$ cat config.mk
export PLATFORM = sky130hd
export DESIGN_NAME = ram_arbiter_flat
export DESIGN_NICKNAME = d
export VERILOG_FILES = /design/src/rtl/ram_arbiter_if.sv /design/src/rtl/ram_arbiter.sv /design/src/flat_wrapper.sv
export SDC_FILE = /design/constraint.sdc
export NUM_CORES = 1
export LEC_CHECK = 0
export ABC_AREA = 1
export BUFFER_PORTS_ARGS = -buffer_cell sky130_fd_sc_hd__clkbuf_2
export CAP_MARGIN = 10
export CORE_UTILIZATION = 50
export DETAILED_ROUTE_END_ITERATION = 10
export GPL_ROUTABILITY_DRIVEN = 0
export PLACE_DENSITY = 0.82
export SYNTH_ARGS = -nofsm -noshare
export SYNTH_HDL_FRONTEND = slang
export SYNTH_SLANG_ARGS = --single-unit
$ cat constraint.sdc
create_clock -name clk -period 4.5 [get_ports clk]
set_clock_uncertainty 0.05 [all_clocks]
set_input_delay 0.675 -clock clk [delete_from_list [all_inputs] [get_ports clk]]
set_output_delay 0.675 -clock clk [all_outputs]
set_load 0.02 [all_outputs]
$ cat src/rtl/ram_arbiter_if.sv
// ram_arbiter_if: one requester's request/response bundle into the RAM arbiter.
// Latency: none, wires only.
// Backpressure: req is held by the master until ack; ack/err/rdata come back from the slave.
interface ram_arbiter_if;
  logic        req;
  logic        we;
  logic [1:0]  size;
  logic [31:0] addr;
  logic [31:0] wdata;
  logic        ack;
  logic        err;
  logic [31:0] rdata;

  modport master (output req, we, size, addr, wdata, input ack, err, rdata);
  modport slave  (input req, we, size, addr, wdata, output ack, err, rdata);
endinterface

$ cat src/rtl/ram_arbiter.sv
// ram_arbiter: round-robin share of one single-port word RAM between two requesters, byte/half stores via read-modify-write.
// Latency grant->ack: load 2, word store 2, byte/half store 4, rejected access 1; one IDLE cycle follows every ack.
// Backpressure: req is held until ack; the losing requester waits, only one transaction is ever in flight.
module ram_arbiter #(
  parameter int   ADDR_W  = 7,
  parameter logic RR_INIT = 1'b0
) (
  input  logic              clk,
  input  logic              rst,
  ram_arbiter_if.slave      m0,
  ram_arbiter_if.slave      m1,
  output logic              ram_we,
  output logic [ADDR_W-1:0] ram_addr,
  output logic [31:0]       ram_wdata,
  input  logic [31:0]       ram_rdata,
  output logic              busy
);
  localparam logic [2:0] IDLE  = 3'd0;
  localparam logic [2:0] RD    = 3'd1;
  localparam logic [2:0] MERGE = 3'd2;
  localparam logic [2:0] WR    = 3'd3;
  localparam logic [2:0] ACK   = 3'd4;

  logic [2:0]  state;
  logic        prio;
  logic        gnt_id;
  logic        l_we;
  logic        l_err;
  logic [1:0]  l_size;
  logic [1:0]  l_lane;     // byte offset within the word; the word address itself lives in ram_addr
  logic [15:0] l_wdata;    // only the low half is ever merged; word stores go straight to ram_wdata
  logic [31:0] rdata0_q;
  logic [31:0] rdata1_q;

  logic        gnt_vld;
  logic        gnt_sel;
  logic        sel_we;
  logic [1:0]  sel_size;
  logic [31:0] sel_addr;
  logic [31:0] sel_wdata;
  logic        sel_err;
  logic [31:0] merged;

  // A lone request wins outright; a tie goes to whoever holds prio.
  always_comb begin
    gnt_vld   = m0.req | m1.req;
    gnt_sel   = (m0.req && m1.req) ? prio : m1.req;
    sel_we    = gnt_sel ? m1.we    : m0.we;
    sel_size  = gnt_sel ? m1.size  : m0.size;
    sel_addr  = gnt_sel ? m1.addr  : m0.addr;
    sel_wdata = gnt_sel ? m1.wdata : m0.wdata;
  end

  // Reject illegal size, misaligned half/word, and any byte beyond the RAM.
  always_comb begin
    sel_err = (sel_size == 2'd3) ||
              (sel_size == 2'd1 && sel_addr[0]) ||
              (sel_size == 2'd2 && sel_addr[1:0] != 2'b00) ||
              (sel_addr[31:ADDR_W+2] != '0);
  end

  // Replace the stored lane of the word just read with the store data.
  always_comb begin
    merged = ram_rdata;
    if (l_size == 2'd0) begin
      case (l_lane)
        2'd0:    merged[7:0]   = l_wdata[7:0];
        2'd1:    merged[15:8]  = l_wdata[7:0];
        2'd2:    merged[23:16] = l_wdata[7:0];
        default: merged[31:24] = l_wdata[7:0];
      endcase
    end else if (l_lane[1]) begin
      merged[31:16] = l_wdata;
    end else begin
      merged[15:0] = l_wdata;
    end
  end

  // Transaction sequencer: grant, optional read, optional merge, write, then a single ack cycle.
  always_ff @(posedge clk or posedge rst) begin
    if (rst) begin
      state     <= IDLE;
      prio      <= RR_INIT;
      gnt_id    <= 1'b0;
      l_we      <= 1'b0;
      l_err     <= 1'b0;
      l_size    <= 2'd0;
      l_lane    <= 2'd0;
      l_wdata   <= 16'd0;
      ram_we    <= 1'b0;
      ram_addr  <= '0;
      ram_wdata <= 32'd0;
      rdata0_q  <= 32'd0;
      rdata1_q  <= 32'd0;
    end else begin
      case (state)
        IDLE: begin
          if (gnt_vld) begin
            gnt_id  <= gnt_sel;
            prio    <= ~gnt_sel;
            l_we    <= sel_we;
            l_size  <= sel_size;
            l_lane  <= sel_addr[1:0];
            l_wdata <= sel_wdata[15:0];
            l_err   <= sel_err;
            if (sel_err) begin
              state <= ACK;
            end else begin
              ram_addr <= sel_addr[ADDR_W+1:2];
              if (sel_we && sel_size == 2'd2) begin
                ram_wdata <= sel_wdata;
                ram_we    <= 1'b1;
                state     <= WR;
              end else begin
                ram_we <= 1'b0;
                state  <= RD;
              end
            end
          end
        end
        RD: state <= l_we ? MERGE : ACK;
        MERGE: begin
          ram_wdata <= merged;
          ram_we    <= 1'b1;
          state     <= WR;
        end
        WR: begin
          ram_we <= 1'b0;
          state  <= ACK;
        end
        ACK: begin
          if (!l_we && !l_err) begin
            if (gnt_id) rdata1_q <= ram_rdata;
            else        rdata0_q <= ram_rdata;
          end
          state <= IDLE;
        end
        default: state <= IDLE;
      endcase
    end
  end

  // Read data is live from the RAM during a load's ack cycle and held in the per-requester register afterwards.
  assign busy     = (state != IDLE);
  assign m0.ack   = (state == ACK) && !gnt_id;
  assign m1.ack   = (state == ACK) &&  gnt_id;
  assign m0.err   = m0.ack && l_err;
  assign m1.err   = m1.ack && l_err;
  assign m0.rdata = (m0.ack && !l_we && !l_err) ? ram_rdata : rdata0_q;
  assign m1.rdata = (m1.ack && !l_we && !l_err) ? ram_rdata : rdata1_q;
endmodule
$ cat src/flat_wrapper.sv
// flat-port wrapper written by rule: the top's interface ports become plain ports
module ram_arbiter_flat 
#(
  parameter int   ADDR_W  = 7,
  parameter logic RR_INIT = 1'b0
)
  (clk, rst, ram_we, ram_addr, ram_wdata, ram_rdata, busy, m0_req, m0_we, m0_size, m0_addr, m0_wdata, m0_ack, m0_err, m0_rdata, m1_req, m1_we, m1_size, m1_addr, m1_wdata, m1_ack, m1_err, m1_rdata);
  ram_arbiter_if m0_i ();
  ram_arbiter_if m1_i ();
  input  logic clk;
  input  logic rst;
  output logic ram_we;
  output logic [ADDR_W-1:0] ram_addr;
  output logic [31:0] ram_wdata;
  input  logic [31:0] ram_rdata;
  output logic busy;
  input wire logic [$bits(m0_i.req)-1:0] m0_req;
  input wire logic [$bits(m0_i.we)-1:0] m0_we;
  input wire logic [$bits(m0_i.size)-1:0] m0_size;
  input wire logic [$bits(m0_i.addr)-1:0] m0_addr;
  input wire logic [$bits(m0_i.wdata)-1:0] m0_wdata;
  output wire logic [$bits(m0_i.ack)-1:0] m0_ack;
  output wire logic [$bits(m0_i.err)-1:0] m0_err;
  output wire logic [$bits(m0_i.rdata)-1:0] m0_rdata;
  input wire logic [$bits(m1_i.req)-1:0] m1_req;
  input wire logic [$bits(m1_i.we)-1:0] m1_we;
  input wire logic [$bits(m1_i.size)-1:0] m1_size;
  input wire logic [$bits(m1_i.addr)-1:0] m1_addr;
  input wire logic [$bits(m1_i.wdata)-1:0] m1_wdata;
  output wire logic [$bits(m1_i.ack)-1:0] m1_ack;
  output wire logic [$bits(m1_i.err)-1:0] m1_err;
  output wire logic [$bits(m1_i.rdata)-1:0] m1_rdata;
  assign m0_i.req = m0_req;
  assign m0_i.we = m0_we;
  assign m0_i.size = m0_size;
  assign m0_i.addr = m0_addr;
  assign m0_i.wdata = m0_wdata;
  assign m0_ack = m0_i.ack;
  assign m0_err = m0_i.err;
  assign m0_rdata = m0_i.rdata;
  assign m1_i.req = m1_req;
  assign m1_i.we = m1_we;
  assign m1_i.size = m1_size;
  assign m1_i.addr = m1_addr;
  assign m1_i.wdata = m1_wdata;
  assign m1_ack = m1_i.ack;
  assign m1_err = m1_i.err;
  assign m1_rdata = m1_i.rdata;
  ram_arbiter #(.ADDR_W(ADDR_W), .RR_INIT(RR_INIT)) u_core (.clk(clk), .rst(rst), .m0(m0_i), .m1(m1_i), .ram_we(ram_we), .ram_addr(ram_addr), .ram_wdata(ram_wdata), .ram_rdata(ram_rdata), .busy(busy));
endmodule
==> qor.yml <==
cts_hold_buf: 0
wire_per_inst_um: 16.6
area_growth_pct: 28.5
synth_nets: 1131
crit_path_max_fanout: 67
tritoncts: "built"
hpwl_mm: 17.2
yosysSeqAreaShare_pct: 45.6
timing.fmax_mhz: 291
clock_path_buffers: 2
grt_pass1_vias: 7098
cts_root_buffer: "clkbuf_16"
drv_cap: 0
post_dp_cell_area_mm2: 0.00860
die_x_um: 122
avgViaCountPerCell: 5.55
synthFlopType: "dfrtp_1"
first_pass_iters: 6
dpl_worst_slack_ns: 1.42
h-tree-depth: 4
layout-drive-gt1-share_pct: 27.7
drtIter0Drc: 647
setup_tns_ns: 0
final.setup.worst_slack_ns: 1.06
relSlewSlack_pct: 35.3
port_buffers: 278
rrSetupSlack_ns: 1.77
cts_setup_buffers: 0
cp-start-kind: "flip-flop"
critPathKind: "flip-flop to output port"
outcome: "finished, final reports clean"
fin_crit_sh_pct: 76.4
hold_class: "input pin to async pin"
timing.final.crit_period_ns: 3.44
grt_overflow: 0
synth-edff-count: 0
rsz0062_at_grt: "false"
arrival_ns: 2.71
antenna_found_initial: 3
irDropWorstVdd_mv: 0.307
die_area_mm2: 0.0149
cp-end-kind: "output port"
synth_seq_cells: 131
synth_warnings: 0
numCtsBuffers: 17
worstPathRequired_ns: 3.77
initial_core_util_pct: 51.6
clk_pin_slew_ns: 0.06
synthCells: 961
drc: 0
die_y_um: 122
grt_pass1_wl_mm: 35.7
grt_usage_pct: 32.3
synth.distinct_cells: 31
hold_viol_final: 0
finalInstanceArea_mm2: 0.00924
clock-sinks: 131
leakagePower_nw: 4.81
finalSetupViolCount: 0
nNetsFinal: 1373
coreArea_mm2: 0.0139
worst_slew_pin_slew_ns: 0.967
p_per_area_mw_per_mm2: 509
drv_slew: 0
ioPinCount: 279
async_reset_ff_share_pct: 100
clk_latency_ns: 0.43
row_count: 43
ant_nets: 0
vias: 7770
synth.avg_cell_area_um2: 7.48
netlist_area_mm2: 0.00719
wirelength_mm: 23.2
grt_start_max_net_pins: 102
ctsResizeCount: 0
## sequential cells by signal (all words and copies together), names as in the netlist
name / flops
u_core.ram_we: 1
u_core.prio: 1
u_core.ram_wdata: 32
u_core.l_wdata: 16
u_core.ram_addr: 7
u_core.rdata1_q: 32
u_core.rdata0_q: 32
u_core.l_lane: 2
u_core.state: 3
u_core.l_we: 1
u_core.gnt_id: 1
u_core.l_err: 1
u_core.l_size: 2
## cells in the final DEF (no fill, tap or decap), drive strengths merged
| cell type | instances |
|---|---|
| diode | 3 |
| clkinvlp | 3 |
| nor2 | 48 |
| a21oi | 70 |
| or2 | 1 |
| inv | 64 |
| bufinv | 4 |
| buf | 10 |
| a32oi | 8 |
| nand4 | 6 |
| mux2i | 15 |
| nand2 | 247 |
| o21ai | 224 |
| nand3 | 42 |
| o211ai | 14 |
| dfrtp | 131 |
| a22oi | 1 |
| a21boi | 7 |
| o31ai | 1 |
| o21a | 1 |
| clkinv | 4 |
| nand3b | 2 |
| nor3 | 5 |
| a31oi | 9 |
| o21bai | 1 |
| clkbuf | 298 |
## worst max-delay path, cell delays in order (launching register included)
cell	delay (ns)
dfrtp_1	0.39
nor3_1	0.18
inv_1	0.10
nor2_1	0.16
nand2_2	0.56
buf_4	0.46
o21ai_0	0.20
clkbuf_2	0.20
## per-stage QoR
step | power [mW] | utilization (%) | cells | hold slack, ns
6_report | 4.70 | 66.3 | 1399 | 0.361
3_5_place_dp | 3.20 | 61.7 | 1364 | 0.409
4_1_cts | 4.69 | 66.3 | 1396 | 0.423
5_1_grt | 4.97 | 66.3 | 1399 | 0.436
2_1_floorplan | 2.67 | - | 961 | 0.393
3_3_place_gp | 3.15 | 61.7 | 1364 | 0.405
## report_power, final
| group | total [mW] | leakage (nW) | internal, mW | switching [mW] |
|---|---|---|---|---|
| logic | 1.65 | 3.09 | 0.510 | 1.14 |
| registers | 1.57 | 1.42 | 1.39 | 0.180 |
| clock network | 1.48 | 0.303 | 0.957 | 0.526 |
| total | 4.70 | 4.81 | 2.85 | 1.85 |
## synthesized netlist by cell type, drive strengths merged (5+ instances only)
| library cell | count | share of area [%] |
|---|---|---|
| a21boi | 7 | 0.73 |
| a21oi | 70 | 4.9 |
| a31oi | 9 | 0.78 |
| a32oi | 8 | 0.97 |
| buf | 26 | 2.2 |
| clkbuf | 39 | 2.0 |
| dfrtp | 131 | 46 |
| inv | 63 | 3.3 |
| mux2i | 15 | 2.1 |
| nand2 | 247 | 13 |
| nand3 | 42 | 3.1 |
| nand4 | 6 | 0.52 |
| nor2 | 48 | 2.6 |
| nor3 | 5 | 0.35 |
| o211ai | 14 | 1.5 |
| o21ai | 224 | 16 |
## cell families (layout without fill, tap and decap cells)
family	Yosys count	count (layout)	synth area share [%]
buffers and inverters	128	383	7.52
AND/OR/NAND/NOR	351	351	20.0
flip-flops	131	131	45.6
other	0	3	0
multiplexers	15	15	2.09
AO/OA/AOI/OAI	336	336	24.8
## area by class of cell
type	instances	area, um2
fillers	1297	4690
multi-input cells	702	3390
flip-flops and latches	131	3280
repair buffers	288	1470
clock buffers	20	457
inverters	63	241
well taps	180	225
clock inverters	12	179
diodes	3	7.51
## final timing paths
check                                            startpoint                                to  cells past startpoint
min reg2reg                u_core.ram_wdata[26]$_DFFE_PP0P_  u_core.ram_wdata[26]$_DFFE_PP0P_                      2
max                             u_core.state[0]$_DFFE_PP0P_                      m0_rdata[21]                      7
max in group asynchronous                               rst    u_core.rdata0_q[2]$_DFFE_PP0P_                      3
max reg2reg                         u_core.prio$_DFFE_PP0P_  u_core.ram_wdata[28]$_DFFE_PP0P_                     13
min in group clk           u_core.ram_wdata[26]$_DFFE_PP0P_  u_core.ram_wdata[26]$_DFFE_PP0P_                      2
min                                                     rst   u_core.rdata0_q[31]$_DFFE_PP0P_                      2
## routing by layer
metal | share of wire, % | GRT usage [%] | vias up
li1 | - | - | 3741
met1 | 38 | 37.8 | 3576
met2 | 49 | 53.8 | 375
met3 | 6.8 | 6.04 | 78
met4 | 5.8 | 21.7 | 0
met5 | 0 | 0 | -
(Power assumes the default switching activity.)
